$ cat src/rtl/axis_row_padder.sv
// Frames an arbitrary-length AXI-Stream packet into whole rows of ROW_WORDS words,
// zero-padding the final row and truncating packets that exceed a per-packet row limit.
module axis_row_padder #(
    parameter int unsigned C_AXIS_TDATA_WIDTH = 32,
    parameter int unsigned ROW_WORDS          = 36,
    parameter int unsigned ROW_CNT_WIDTH      = 12,
    parameter logic [C_AXIS_TDATA_WIDTH-1:0] PAD_WORD = '0
) (
    input  logic                              s00_axis_aclk,
    input  logic                              s00_axis_aresetn,
    input  logic [C_AXIS_TDATA_WIDTH-1:0]     s00_axis_tdata,
    input  logic                              s00_axis_tvalid,
    input  logic                              s00_axis_tlast,
    output logic                              s00_axis_tready,
    output logic [C_AXIS_TDATA_WIDTH-1:0]     m00_axis_tdata,
    output logic [C_AXIS_TDATA_WIDTH/8-1:0]   m00_axis_tstrb,
    output logic                              m00_axis_tvalid,
    output logic                              m00_axis_tlast,
    input  logic                              m00_axis_tready,
    input  logic [ROW_CNT_WIDTH-1:0]          max_rows,
    output logic [ROW_CNT_WIDTH-1:0]          rows_emitted,
    output logic                              overflow_err,
    input  logic                              err_clr
);

    localparam int unsigned STRB_W = C_AXIS_TDATA_WIDTH / 8;
    localparam int unsigned WC_W   = (ROW_WORDS > 1) ? $clog2(ROW_WORDS) : 1;
    localparam logic [WC_W-1:0] WC_LAST = WC_W'(ROW_WORDS - 1);

    typedef enum logic [1:0] {
        ST_PASS = 2'd0,
        ST_PAD  = 2'd1,
        ST_DROP = 2'd2
    } state_t;

    state_t                          state_q, state_d;
    logic [WC_W-1:0]                 word_cnt_q, word_cnt_d;
    logic [ROW_CNT_WIDTH-1:0]        row_cnt_q, row_cnt_d;
    logic                            pkt_q, pkt_d;
    logic [ROW_CNT_WIDTH-1:0]        rows_q, rows_d;
    logic                            err_q, err_d;
    logic                            tvalid_q, tvalid_d;
    logic [C_AXIS_TDATA_WIDTH-1:0]   tdata_q, tdata_d;
    logic [STRB_W-1:0]               tstrb_q, tstrb_d;
    logic                            tlast_q, tlast_d;

    logic                            slot_free;
    logic                            ready_c;
    logic                            accept;
    logic                            wc_last;
    logic [ROW_CNT_WIDTH-1:0]        row_inc;
    logic                            limit_hit;

    assign slot_free = !tvalid_q || m00_axis_tready;
    assign wc_last   = (word_cnt_q == WC_LAST);
    assign row_inc   = row_cnt_q + ROW_CNT_WIDTH'(1);
    assign limit_hit = (max_rows != '0) && (row_inc == max_rows);
    assign accept    = s00_axis_tvalid && ready_c;

    // Next-state, counter and output-register load decisions
    always_comb begin
        state_d    = state_q;
        word_cnt_d = word_cnt_q;
        row_cnt_d  = row_cnt_q;
        pkt_d      = pkt_q;
        rows_d     = rows_q;
        err_d      = err_q && !err_clr;
        tvalid_d   = slot_free ? 1'b0 : tvalid_q;
        tdata_d    = tdata_q;
        tstrb_d    = tstrb_q;
        tlast_d    = tlast_q;
        ready_c    = 1'b0;

        case (state_q)
            ST_PASS: begin
                ready_c = slot_free;
                if (s00_axis_tvalid && slot_free) begin
                    tvalid_d = 1'b1;
                    tdata_d  = s00_axis_tdata;
                    tstrb_d  = '1;
                    tlast_d  = 1'b0;
                    pkt_d    = 1'b1;
                    if (!pkt_q) begin
                        rows_d = '0;
                    end
                    if (wc_last) begin
                        rows_d = row_inc;
                    end
                    if (s00_axis_tlast && wc_last) begin
                        tlast_d    = 1'b1;
                        word_cnt_d = '0;
                        row_cnt_d  = '0;
                        pkt_d      = 1'b0;
                    end else if (s00_axis_tlast) begin
                        word_cnt_d = word_cnt_q + WC_W'(1);
                        state_d    = ST_PAD;
                    end else if (wc_last && limit_hit) begin
                        tlast_d    = 1'b1;
                        err_d      = 1'b1;
                        word_cnt_d = '0;
                        row_cnt_d  = '0;
                        state_d    = ST_DROP;
                    end else if (wc_last) begin
                        word_cnt_d = '0;
                        row_cnt_d  = row_inc;
                    end else begin
                        word_cnt_d = word_cnt_q + WC_W'(1);
                    end
                end
            end
            ST_PAD: begin
                if (slot_free) begin
                    tvalid_d = 1'b1;
                    tdata_d  = PAD_WORD;
                    tstrb_d  = '0;
                    tlast_d  = wc_last;
                    if (wc_last) begin
                        word_cnt_d = '0;
                        row_cnt_d  = '0;
                        rows_d     = row_inc;
                        pkt_d      = 1'b0;
                        state_d    = ST_PASS;
                    end else begin
                        word_cnt_d = word_cnt_q + WC_W'(1);
                    end
                end
            end
            ST_DROP: begin
                ready_c = 1'b1;
                if (accept && s00_axis_tlast) begin
                    word_cnt_d = '0;
                    row_cnt_d  = '0;
                    pkt_d      = 1'b0;
                    state_d    = ST_PASS;
                end
            end
            default: begin
                state_d = ST_PASS;
            end
        endcase
    end

    // State, counters and the single output register stage
    always_ff @(posedge s00_axis_aclk or negedge s00_axis_aresetn) begin
        if (!s00_axis_aresetn) begin
            state_q    <= ST_PASS;
            word_cnt_q <= '0;
            row_cnt_q  <= '0;
            pkt_q      <= 1'b0;
            rows_q     <= '0;
            err_q      <= 1'b0;
            tvalid_q   <= 1'b0;
            tdata_q    <= '0;
            tstrb_q    <= '0;
            tlast_q    <= 1'b0;
        end else begin
            state_q    <= state_d;
            word_cnt_q <= word_cnt_d;
            row_cnt_q  <= row_cnt_d;
            pkt_q      <= pkt_d;
            rows_q     <= rows_d;
            err_q      <= err_d;
            tvalid_q   <= tvalid_d;
            tdata_q    <= tdata_d;
            tstrb_q    <= tstrb_d;
            tlast_q    <= tlast_d;
        end
    end

    // Ready is forced low while reset is held, independent of the clock
    assign s00_axis_tready = s00_axis_aresetn && ready_c;
    assign m00_axis_tdata  = tdata_q;
    assign m00_axis_tstrb  = tstrb_q;
    assign m00_axis_tvalid = tvalid_q;
    assign m00_axis_tlast  = tlast_q;
    assign rows_emitted    = rows_q;
    assign overflow_err    = err_q;

endmodule

$ cat config.mk
export PLATFORM = sky130hd
export DESIGN_NAME = axis_row_padder
export DESIGN_NICKNAME = d
export VERILOG_FILES = /design/src/rtl/axis_row_padder.sv
export SDC_FILE = /design/constraint.sdc
export NUM_CORES = 1
export LEC_CHECK = 0
export BUFFER_PORTS_ARGS = -buffer_cell sky130_fd_sc_hd__buf_2
export CORE_ASPECT_RATIO = 0.75
export CORE_MARGIN = 5
export CORE_UTILIZATION = 40
export DETAILED_ROUTE_END_ITERATION = 10
export PLACE_DENSITY_LB_ADDON = 0.2
export SETUP_SLACK_MARGIN = 0.3
export SYNTH_ARGS = -nofsm -noshare
export SYNTH_HDL_FRONTEND = slang
export SYNTH_SLANG_ARGS = --single-unit
$ cat constraint.sdc
create_clock -name s00_axis_aclk -period 2.5 [get_ports s00_axis_aclk]
set_input_delay 0.5 -clock s00_axis_aclk [delete_from_list [all_inputs] [get_ports s00_axis_aclk]]
set_output_delay 0.5 -clock s00_axis_aclk [all_outputs]
set_load 0.01 [all_outputs]
== Yosys cells after proc, flatten, opt, wreduce, memory -nomap -nowiden ==
Cells that the tools add are included.

* Register bits after elaboration: 72
* Logic and storage cells: 104

* $add $sub $neg: 2
* Mux-type cells: 58
* Eq/ne operators: 13
* Reduce and logical (&&, ||, !) cells: 21

{| class="wikitable"
|+ Operator list
! operator !! count
|-
| $mux 12 || 12
|-
| $mux 32 || 2
|-
| $pmux 32 s2 || 1
|-
| $mux 6 || 7
|-
| $pmux 12 s3 || 1
|-
| $pmux 12 s2 || 1
|-
| $mux 1 || 18
|-
| $pmux 6 s3 || 1
|-
| $mux 2 || 7
|-
| $add 12x1->12 const B || 1
|-
| $eq 12x12->1 || 1
|-
| $reduce_bool 12->1 || 1
|-
| $ne 2x2->1 const B || 5
|-
| $reduce_and 5->1 || 2
|-
| $ne 3x3->1 const B || 3
|-
| $logic_and 1x1->1 || 8
|-
| $mux 4 || 2
|-
| $pmux 4 s2 || 1
|-
| $reduce_and 7->1 || 1
|-
| $add 6x1->6 const B || 1
|-
| $eq 6x6->1 const B || 1
|-
| $pmux 1 s2 || 3
|-
| $pmux 2 s3 || 1
|-
| $reduce_and 6->1 || 1
|-
| other kinds (11) || 12
|}

== Logic depth before layout (Yosys ltp) ==
* Word-level depth: 9
* Gate-level depth with buffers: 10
* Depth with buffers taken out: 8

== Worst setup path after synthesis ==
No wires, ideal clock.

* Path type: register -> register
* Start: register row_cnt_q[0]
* End: register row_cnt_q[10]
* Arrival time: 2.491 ns
* Slack: -0.115 ns
* Period minus slack after synthesis: 2.615 ns
* Required time: 2.376 ns
* Cell stages (with the launch flop): 11
* Cell sequence: dfrtp_1 -> ha_1 -> buf_6 -> xor3_1 -> a31o_1 -> nor4_2 -> or4b_4 -> o21ai_4 -> buf_6 -> nor2_1 -> a211o_1

* Longest elaborated chain between the ends: 9
* Elaborated cells between the ends (all ways): 12

{| class="wikitable"
|+ Ends and longest elaborated chain
! item !! RTL line !! source
|-
| start: declaration || 38 || <nowiki>logic [ROW_CNT_WIDTH-1:0] row_cnt_q, row_cnt_d;</nowiki>
|-
| start signal: assignment || 159 || <nowiki>row_cnt_q <= row_cnt_d;</nowiki>
|-
| $add 12x1->12 * || 56 || <nowiki>assign row_inc = row_cnt_q + ROW_CNT_WIDTH'(1);</nowiki>
|-
| $eq 12x12->1 || 57 || <nowiki>assign limit_hit = (max_rows != '0) && (row_inc == max_rows);</nowiki>
|-
| $logic_and 1x1->1 || 57 ||
|-
| $logic_and 1x1->1 || 97 || <nowiki>end else if (wc_last && limit_hit) begin</nowiki>
|-
| $mux 12 || 97 ||
|-
| $mux 12 || 94 || <nowiki>end else if (s00_axis_tlast) begin</nowiki>
|-
| $mux 12 || 89 || <nowiki>if (s00_axis_tlast && wc_last) begin</nowiki>
|-
| $mux 12 || 77 || <nowiki>if (s00_axis_tvalid && slot_free) begin</nowiki>
|-
| $pmux 12 s3 || 74 || <nowiki>case (state_q)</nowiki>
|}

Mark *: on every way between the ends. The rest lies on a longest branch, timed or not. The select of a mux whose other input is x is not followed.
A chain may end at the register's enable or synchronous reset.

== Final worst setup path ==
* Start: register row_cnt_q[4]
* End: register row_cnt_q[0]

* Longest elaborated chain between the ends: 9
* Elaborated cells between the ends (all ways): 11

{| class="wikitable"
|+ Ends and longest elaborated chain
! item !! RTL line
|-
| $add 12x1->12 * || 56
|-
| $eq 12x12->1 * || 57
|-
| $logic_and 1x1->1 * || 57
|-
| $logic_and 1x1->1 * || 97
|-
| $mux 12 || 97
|-
| $mux 12 || 94
|-
| $mux 12 || 89
|-
| $mux 12 || 77
|-
| $pmux 12 s3 || 74
|}

Marks and branches as above.

==> metrics.cfg <==
[outcome]
status=completed

[cts]
htree_levels=3
cts_root_buffer=clkbuf_16
clk_pin_slew_ns=0.06
clock-sinks=69
clock_path_buffers=2
clk_latency_ns=0.33
cts_made_buffers=9
cts_tree=done
holdBufCountCts=0

[power]
power.leakage_uw=0.00237
power_density_mw_per_mm2=1040
p_total_uw=5110
peakVddDrop_uv=429

[place]
globalplace.congestion=0.846
post_dp_cell_area_mm2=0.00441
dp.cells=562
hpwl_mm=7.28
port_buffers=101

[synth]
ys_warn_count=0
syn-num-nets=392
synth-xor-area-share_pct=8.43
yosys_most_used_dff=dfrtp_1
synthArstFlopShare_pct=100
yosys.area.top_type_share_pct=48.5
synth_top_family_by_area=compound AO/OA/AOI/OAI gates
synth_top_cells_by_count=dfrtp_1 (69), a22o_1 (40), nand2_1 (24), nor2_1 (18), o21ai_0 (15)
synth_cells=336
syn-mean-instance-area_um2=10.6
synthTopCellsByArea=dfrtp_1 (48%), a22o_1 (9.8%), xnor2_1 (3.2%)
netlist_area_mm2=0.00356
synth.most_common_cell=dfrtp_1
synth_area_leader_cell=dfrtp_1
synth_edf_count=0
synthAdderAreaFrac_pct=2.11
ys_ff_latch=69
ys_seq_area_share_pct=48.5
synth.area.mux_share_pct=0.949
synth.distinct_cells=49
synth_compound_area_share_pct=21.0
yosys.area_share.simple_pct=14.3

[drt]
drt-pass1-iter-count=4
wl_per_cell_um=17.2
drc=0
vias=3130
wl_mm=10.0
drtAntennaViolNets=0
drt_iter0_drc=302
vias_per_cell=5.36

[die]
ioPinCount=102
die_area_mm2=0.0109
coreArea_mm2=0.00856
die_w_um=119
rows=29
initial_core_util_pct=41.6
dieHeight_um=91.7

[final_layout]
fin_cells=584
final_area_mm2=0.00489
drive_gt1_share_pct=40.1
num_antenna_cells=0
syn2layout_area_growth_pct=37.2
final_nets=527
fillers=746

[setup_path]
crit_arrival_ns=2.66
crit_chain=nand4_1 > buf_4 > nor3_2 > o211ai_1 > or4b_4 > o21ai_4 > nor2_2 > mux2_2
cpPeakStageDelay_ns=0.51
cp.buffers_inverters=1
r2r-start=row_cnt_q[4]$_DFFE_PN0P_
crit_family=simple AND/OR/NAND/NOR gates
cpMaxStageDelayCell=or4b_4
path_max_fanout=11
start_kind=register
rrSetupSlack_ns=0.05
reg2reg_depth=8
critPathKind=register to register
r2r-end=row_cnt_q[0]$_DFFE_PN0P_
crit_path_end_kind=register
critPathRequiredTime_ns=2.72

[sta]
finalCritPeriodShare_pct=97.8
clock_skew_ns=0.0108
tightest_slew_ns=0.901
maxSlewHeadroom_pct=39.9
rsz0062_at_grt=true
final-setup-viol-count=0
slew_viol_final=0
hold_viol_final=0
period_minus_slack_ns=2.45
fmax_mhz=409
setup_tns_ns=0

[worst_hold_path]
holdPathStages=2
worstHoldStart=err_clr
hold_path.class=input pin to register
worstHoldEndpoint=overflow_err$_DFF_PN0_

[grt]
grt_pass1_wl_mm=15.9
grt_max_degree=70
grt_pass1_vias=2918
grt_antenna_before_repair=0
grt_usage_pct=18.2
grt_remaining_overflow=0

[flow_run]
maxCapViolations=0

==> how the worst max path moves through the flow <==
stage | startpoint | end | cells past startpoint
after floorplan | row_cnt_q[0]$_DFFE_PN0P_ | row_cnt_q[10]$_DFFE_PN0P_ | 10
after global placement | max_rows[2] | row_cnt_q[11]$_DFFE_PN0P_ | 9
after detailed placement | max_rows[2] | row_cnt_q[3]$_DFFE_PN0P_ | 9
after CTS | row_cnt_q[2]$_DFFE_PN0P_ | row_cnt_q[10]$_DFFE_PN0P_ | 8
after global routing | row_cnt_q[1]$_DFFE_PN0P_ | row_cnt_q[6]$_DFFE_PN0P_ | 9
final | row_cnt_q[4]$_DFFE_PN0P_ | row_cnt_q[0]$_DFFE_PN0P_ | 8
==> placed cells by master (no fill, tap or decap), drive strengths merged, types with 9 or more instances in the layout <==
master | synthesis | layout
o21ai | 23 | 23
buf | 15 | 149
a21oi | 10 | 10
nand3 | 9 | 9
nor3 | 10 | 10
nand2 | 24 | 24
xnor2 | 13 | 13
inv | 9 | 10
a22o | 40 | 40
dfrtp | 69 | 69
clkbuf | 10 | 11
nor2 | 19 | 19
==> per-layer routing <==
metal | vias to the layer above | global-route usage [%] | wire [µm]
met2 | 113 | 25.5 | 4280
met4 | 0 | 4.05 | 52
met3 | 5 | 5.10 | 678
met5 | - | 0 | 0
li1 | 1509 | - | -
met1 | 1503 | 27.7 | 5020
==> timing repair <==
| item | in CTS | in global routing |
|---|---|---|
| endpoints found under the hold margin | 0 | 0 |
| resized for setup | 14 | 10 |
| setup endpoints to repair | 16 | 21 |
| pin swaps | 4 | 5 |
| buffers inserted | 6 | 0 |
==> where the power goes <==
group	total [µW]	internal, µW	switching (µW)
clock	1410	929	485
combinational	2050	980	1070
sequential	1640	1430	214
==> flip-flops by register name (all words and copies together) (netlist names) <==
register         count
word_cnt_q           6
pkt_q                1
m00_axis_tlast       1
rows_emitted        12
m00_axis_tstrb       1
state_q              2
overflow_err         1
m00_axis_tdata      32
row_cnt_q           12
m00_axis_tvalid      1
==> cell families (layout without fill, tap and decap cells) <==
kind of cell	Yosys count	after routing
flops	69	69
fa+ha+maj	6	6
buf+inv	34	174
xor+xnor	26	26
simple gates	97	97
mux	3	3
compound gates	101	101
==> worst reg2reg max path: cells and delay by family, from the launching register on <==
family | cells | cell delay (ns)
mux | 1 | 0.28
flops | 1 | 0.43
compound gates | 2 | 0.37
buf+inv | 1 | 0.23
simple gates | 4 | 1.02
==> per-stage QoR <==
stage | setup slack [ns] | utilization (%) | hold slack [ns]
2_1_floorplan | 0.0845 | - | 0.204
5_1_grt | -0.0850 | 57.1 | 0.356
3_5_place_dp | -0.118 | 51.5 | 0.464
3_3_place_gp | -0.0769 | 51.5 | 0.457
6_report | 0.0547 | 57.1 | 0.348
4_1_cts | 0.0415 | 56.6 | 0.337
==> final cells by class <==
cell class                      count  area (µm²)  area share, %
Multi-Input combinational cell    233        1780           36.4
Inverter                            9        33.8          0.691
Clock inverter                      5        81.3           1.66
Timing Repair Buffer              149         877           17.9
Clock buffer                       11         253           5.17
Tap cell                          108         135           2.76
Sequential cell                    69        1730           35.4
Note: power is estimated with default switching activity, not from simulation.
